`src/rtl/gtrg_readout_seq.sv`:
```
// gtrg_readout_seq: drains the GTRG FIFO one event at a time.
// Per event: latch the head entry, header handshake, grant each flagged
// source in fixed priority (ALCT first, CFEB5 last) with a per-source timeout,
// trailer handshake, then a single-clock POP and a settling gap.
module gtrg_readout_seq #(
  parameter int unsigned TO_WIDTH = 8,
  parameter int unsigned TIMEOUT  = 200,
  parameter int unsigned GAP_CYC  = 2
) (
  input  logic        CLK,
  input  logic        RST,
  input  logic        HALT,
  input  logic        EMPTY_B,
  input  logic [16:0] DAVSOUT,
  input  logic [11:0] BXCOUNTOUT,
  input  logic [3:0]  CFEBBX,
  output logic        POP,
  output logic        HDR_VLD,
  input  logic        HDR_ACK,
  output logic [11:0] EVT_BX,
  output logic [3:0]  EVT_CFEBBX,
  output logic [6:0]  EVT_MASK,
  output logic [6:0]  GRANT,
  input  logic [6:0]  DONE,
  output logic        TRL_VLD,
  input  logic        TRL_ACK,
  output logic [6:0]  TOERR,
  output logic        BUSY,
  output logic [15:0] EVT_CNT
);

  localparam int unsigned NSRC  = 7;
  localparam int unsigned GAP_W = (GAP_CYC > 1) ? $clog2(GAP_CYC) : 1;

  localparam logic [TO_WIDTH-1:0] TO_LAST  = TO_WIDTH'(TIMEOUT - 1);
  localparam logic [GAP_W-1:0]    GAP_LAST = GAP_W'(GAP_CYC - 1);

  typedef enum logic [3:0] {
    S_IDLE,
    S_SETTLE,
    S_LATCH,
    S_HDR,
    S_SCAN,
    S_GNT,
    S_TRL,
    S_POP,
    S_GAP
  } state_t;

  state_t state_q, state_d;

  logic                pop_q, pop_d;
  logic                hdr_vld_q, hdr_vld_d;
  logic                trl_vld_q, trl_vld_d;
  logic                busy_q, busy_d;
  logic [NSRC-1:0]     mask_q, mask_d;
  logic [NSRC-1:0]     pending_q, pending_d;
  logic [NSRC-1:0]     grant_q, grant_d;
  logic [NSRC-1:0]     toerr_q, toerr_d;
  logic [11:0]         bx_q, bx_d;
  logic [3:0]          cfebbx_q, cfebbx_d;
  logic [15:0]         evt_cnt_q, evt_cnt_d;
  logic [TO_WIDTH-1:0] timer_q, timer_d;
  logic [GAP_W-1:0]    gap_q, gap_d;

  logic [NSRC-1:0]     pick_c;
  logic                done_hit_c;
  logic                to_hit_c;
  logic [NSRC-1:0]     head_mask_c;

  // CFEB/MOVLP/LCT info above the CFEB DAV bits is not used by the sequencer
  logic unused_davs;
  assign unused_davs = ^DAVSOUT[15:6];

  // Lowest set pending bit is the highest-priority source still owed a grant
  assign pick_c      = pending_q & (~pending_q + 7'd1);
  assign done_hit_c  = |(DONE & grant_q);
  assign to_hit_c    = (timer_q == TO_LAST);
  assign head_mask_c = {DAVSOUT[5:1], DAVSOUT[0], DAVSOUT[16]};

  // State register
  always_ff @(posedge CLK or posedge RST) begin
    if (RST) state_q <= S_IDLE;
    else     state_q <= state_d;
  end

  // Next-state logic
  always_comb begin
    state_d = state_q;
    case (state_q)
      S_IDLE:   if (EMPTY_B && !HALT) state_d = S_SETTLE;
      S_SETTLE: state_d = S_LATCH;
      S_LATCH:  state_d = S_HDR;
      S_HDR:    if (HDR_ACK) state_d = S_SCAN;
      S_SCAN:   state_d = (pending_q == '0) ? S_TRL : S_GNT;
      S_GNT:    if (done_hit_c || to_hit_c) state_d = S_SCAN;
      S_TRL:    if (TRL_ACK) state_d = S_POP;
      S_POP:    state_d = S_GAP;
      S_GAP:    if (gap_q == GAP_LAST) state_d = S_IDLE;
      default:  state_d = S_IDLE;
    endcase
  end

  // Next values for the registered outputs and event datapath
  always_comb begin
    pop_d     = (state_d == S_POP);
    hdr_vld_d = (state_d == S_HDR);
    trl_vld_d = (state_d == S_TRL);
    busy_d    = (state_d != S_IDLE);
    mask_d    = mask_q;
    pending_d = pending_q;
    grant_d   = grant_q;
    toerr_d   = toerr_q;
    bx_d      = bx_q;
    cfebbx_d  = cfebbx_q;
    evt_cnt_d = evt_cnt_q;
    timer_d   = timer_q;
    gap_d     = gap_q;
    case (state_q)
      S_LATCH: begin
        mask_d    = head_mask_c;
        pending_d = head_mask_c;
        bx_d      = BXCOUNTOUT;
        cfebbx_d  = CFEBBX;
        toerr_d   = '0;
      end
      S_SCAN: begin
        if (pending_q != '0) begin
          grant_d = pick_c;
          timer_d = '0;
        end
      end
      S_GNT: begin
        timer_d = timer_q + TO_WIDTH'(1);
        // DONE takes precedence over a timeout on the same clock
        if (done_hit_c) begin
          pending_d = pending_q & ~grant_q;
          grant_d   = '0;
        end else if (to_hit_c) begin
          toerr_d   = toerr_q | grant_q;
          pending_d = pending_q & ~grant_q;
          grant_d   = '0;
        end
      end
      S_POP: begin
        evt_cnt_d = evt_cnt_q + 16'd1;
        gap_d     = '0;
      end
      S_GAP: gap_d = gap_q + GAP_W'(1);
      default: ;
    endcase
  end

  // Output and datapath registers; reset abandons the event without a pop
  always_ff @(posedge CLK or posedge RST) begin
    if (RST) begin
      pop_q     <= 1'b0;
      hdr_vld_q <= 1'b0;
      trl_vld_q <= 1'b0;
      busy_q    <= 1'b0;
      mask_q    <= '0;
      pending_q <= '0;
      grant_q   <= '0;
      toerr_q   <= '0;
      bx_q      <= '0;
      cfebbx_q  <= '0;
      evt_cnt_q <= '0;
      timer_q   <= '0;
      gap_q     <= '0;
    end else begin
      pop_q     <= pop_d;
      hdr_vld_q <= hdr_vld_d;
      trl_vld_q <= trl_vld_d;
      busy_q    <= busy_d;
      mask_q    <= mask_d;
      pending_q <= pending_d;
      grant_q   <= grant_d;
      toerr_q   <= toerr_d;
      bx_q      <= bx_d;
      cfebbx_q  <= cfebbx_d;
      evt_cnt_q <= evt_cnt_d;
      timer_q   <= timer_d;
      gap_q     <= gap_d;
    end
  end

  assign POP        = pop_q;
  assign HDR_VLD    = hdr_vld_q;
  assign TRL_VLD    = trl_vld_q;
  assign BUSY       = busy_q;
  assign EVT_MASK   = mask_q;
  assign GRANT      = grant_q;
  assign TOERR      = toerr_q;
  assign EVT_BX     = bx_q;
  assign EVT_CFEBBX = cfebbx_q;
  assign EVT_CNT    = evt_cnt_q;

endmodule

```
`config.mk`:
```
export PLATFORM = sky130hd
export DESIGN_NAME = gtrg_readout_seq
export DESIGN_NICKNAME = d
export VERILOG_FILES = /design/src/rtl/gtrg_readout_seq.sv
export SDC_FILE = /design/constraint.sdc
export NUM_CORES = 1
export LEC_CHECK = 0
export CORE_MARGIN = 10
export CORE_UTILIZATION = 47
export DETAILED_ROUTE_END_ITERATION = 7
export PLACE_DENSITY = 0.79
export SYNTH_ARGS = -nofsm -noshare
export SYNTH_HDL_FRONTEND = slang
export SYNTH_SLANG_ARGS = --single-unit
```
`constraint.sdc`:
```
create_clock -name CLK -period 2.9 [get_ports CLK]
set_input_delay 0.725 -clock CLK [delete_from_list [all_inputs] [get_ports CLK]]
set_output_delay 0.725 -clock CLK [all_outputs]
set_load 0.02 [all_outputs]
```
==> flow_summary.toml <==
[floorplan]
die_h_microns = 105.4
start_util_pct = 47.81
num_rows = 31
die_w_microns = 105.4
core_area_sq_um = 7176
ios = 103
dieArea_sq_um = 11120

[synth]
synthArstFlopShare_pct = 100.0
synth_cells = 351
ys_types = 51
synth.ff_latch_count = 77
synth_fp_nets = 399
syn_area_per_cell_sq_um = 9.774
synth_edf_count = 0
synth_seq_area_share_pct = 56.16
ys_warn_count = 0
synthesis.area_sq_um = 3431
synthFlopType = "dfrtp_1"

[power]
max-vdd-ir-drop_v = 0.0004690
power_frac_comb_pct = 42.9
seqPwrFrac_pct = 40.1
swShare_pct = 40.63
power_density_nw_per_um2 = 964.3
p_int_mw = 2.671
pwr-share-clk_pct = 17.1
switchingPower_mw = 1.827
p_leak_nw = 2.093

[drt]
wl_per_cell_microns = 16.45
totalWireLength_mm = 9.013
ant_nets = 0
firstDrtPassIters = 4
wl_met1_mm = 4.121
drc = 0
post_drt_via_cell_ratio = 5.378
met3_length_microns = 618
drt_iter0_drc = 155
num_vias = 2947
topRoutingLayerUsed = "met4"
route.met2.wl_mm = 4.139

[global_route]
track_usage_pct = 16.18
grt_max_degree = 78
antenna_found_initial = 0
grt_pass1_wl_mm = 14.70
grt_pass1_vias = 2976
globalRouteOverflowTotal = 0

[timing]
setup_viol = 0
fin_setup_tns_ps = 0
rsz0062_at_grt = "no"
hold_slack_ps = 475.1
tightest_slew_ps = 797.9
finalHoldViolations = 0
fmax_mhz = 434.8
relSlewSlack_pct = 46.40
min_period_ps = 2300
fin_crit_sh_pct = 79.31
slew_violations = 0
skew_ps = 11.25

[critical_path]
cp.arrival_ps = 2570
cp_cell_sequence = "nand4bb_1 > nor3_1 > a31oi_1 > nor2_1"
critPathSlowestCell = "nor3_1"
r2r_cells = 4
worstSetupStartpointType = "flop"
critPathKind = "reg2reg"
required_ps = 3170
cp-end-kind = "flop"
r2r_end = "TOERR[1]"
reg2reg_from = "state_q[1]"
reg2reg_slack_ps = 600
cpPeakStageDelay_ps = 790
crit_fanout = 18

[finish]
nets = 493
syn_to_final_growth_pct = 35.96
drive_gt1_share_pct = 6.682
fin_cells = 548
fin_area_sq_um = 4664
num_antenna_cells = 0
num-fill-cells = 574

[cts]
cts_tree = "done"
cts_buffers = 9
clk_transition_reported_paths_ps = 80
cts.sinks = 77
root_buffer = "clkbuf_8"
clock_latency_ps = 350
postCtsResizedCells = 0
h-tree-depth = 3
post-cts-setup-buffers = 0
holdBufCountCts = 0
cts_max_path_buffers = 2

[run]
cap_violations = 0

[hold_path]
hold_end = "EVT_BX[9]"
holdPathStages = 2
min_from = "EVT_BX[9]"
min_path_type = "reg2reg"

[placement]
dp_hpwl_mm = 6.542
place_area_sq_um = 4484
port_buffers = 92
dp.cells = 533
gp_congestion = 0.8483

[status]
status = "completed"
layer usage:
layer | up-vias | track usage, %
met3 | 12 | 4.872
met2 | 105 | 25.73
met4 | 0 | 6.471
li1 | 1399 | -
met1 | 1431 | 20.14
met5 | - | 0
flip-flops by register name, summed over array words and instances, names as in the netlist:
signal	flops
BUSY	1
EVT_BX	12
EVT_CFEBBX	4
EVT_CNT	16
EVT_MASK	7
GRANT	7
HDR_VLD	1
POP	1
TOERR	7
TRL_VLD	1
gap_q	1
pending_q	7
state_q	4
timer_q	8
power by group through the flow:
stage	clock network, mW	registers, mW	logic [mW]
floorplan	0	1.96	0.923
global placement	0	1.79	1.90
detailed placement	0	1.81	1.95
CTS	0.785	1.79	1.96
global route	0.825	1.85	2.13
finish	0.768	1.80	1.93
kinds of logic (layout without fill, tap and decap cells):
logic type               after synthesis  in the layout  synth area share [%]
AND/OR/NAND/NOR                      181            181                 25.53
flip-flops                            77             77                 56.16
AO/OA/AOI/OAI                         51             51                 10.47
buffers and inverters                 23            121                 2.772
XOR/XNOR                              17             17                 4.340
adder cells (fa/ha/maj)                2              2                0.7293
synth_stat cells (all sizes together) (6+ instances only):
cell	count	area (sq um)
clkbuf	11	41.29
inv	6	22.52
nand4	6	37.54
buf	6	31.28
dfrtp	77	1927
xnor2	12	105.1
nand3	12	60.06
a21oi	7	35.03
o21ai	11	55.05
nor2	21	78.83
a31oi	8	50.05
nand2	103	386.6
how the worst max path moves through the flow:
stage / startpoint / to / slack [ps] / depth (start not counted)
global route: state_q[1] / TOERR[1] / 350 / 4
floorplan: RST / BUSY / 210 / 1
CTS: state_q[1] / TOERR[1] / 570 / 4
global placement: DONE[1] / TRL_VLD / 600 / 6
finish: state_q[1] / TOERR[1] / 600 / 4
detailed placement: state_q[1] / TOERR[1] / 580 / 4
final cells by class:
cell class	count	area [sq um]	share of cell area, %
sequential	77	1927	41.31
clock buffer	10	127.6	2.736
inverter	6	22.52	0.4828
timing repair buffer	100	993.5	21.30
multi-input combinational	251	1418	30.39
clock inverter	5	52.55	1.127
tap	99	123.9	2.656
worst max-delay path, delay by kind of cell, from the launching register on:
kind | cells | cell delay [ps]
AND/OR/NAND/NOR | 3 | 1470
AO/OA/AOI/OAI | 1 | 190
flip-flops | 1 | 580
layout by cell type (no fill, tap or decap), types with 2 or more instances in the layout:
master and n:
a21o_1 2, nand3b_1 2, and2_1 3, nor4b_4 2
o211ai_1 5, nor3b_1 2, clkdlybuf4s50_1 92, or2_2 2
nand2_1 103, clkinv_2 3, a22oi_1 3, a31oi_1 8
o21ai_0 11, ha_1 2, o31ai_1 2, nand4b_1 3
nand3_1 12, and3_1 5, nor4bb_1 2, and4_1 3
buf_4 7, a211oi_1 2, nand4_1 6, dfrtp_1 77
clkbuf_8 9, nor2_1 21, inv_1 5, o22ai_1 2
nor4_1 2, xnor2_1 12, xor2_1 5, nor3_1 5
a21oi_1 7
stage by stage:
step / utilization (%) / worst slack [ps] / power (mW)
CTS: 65.00 / 570.1 / 4.539
detailed placement: 62.49 / 584.2 / 3.766
global placement: 62.49 / 598.6 / 3.693
global route: 65.00 / 352.1 / 4.803
finish: 65.00 / 600.1 / 4.498
floorplan: - / 208.3 / 2.881
(Power assumes the default switching activity.)
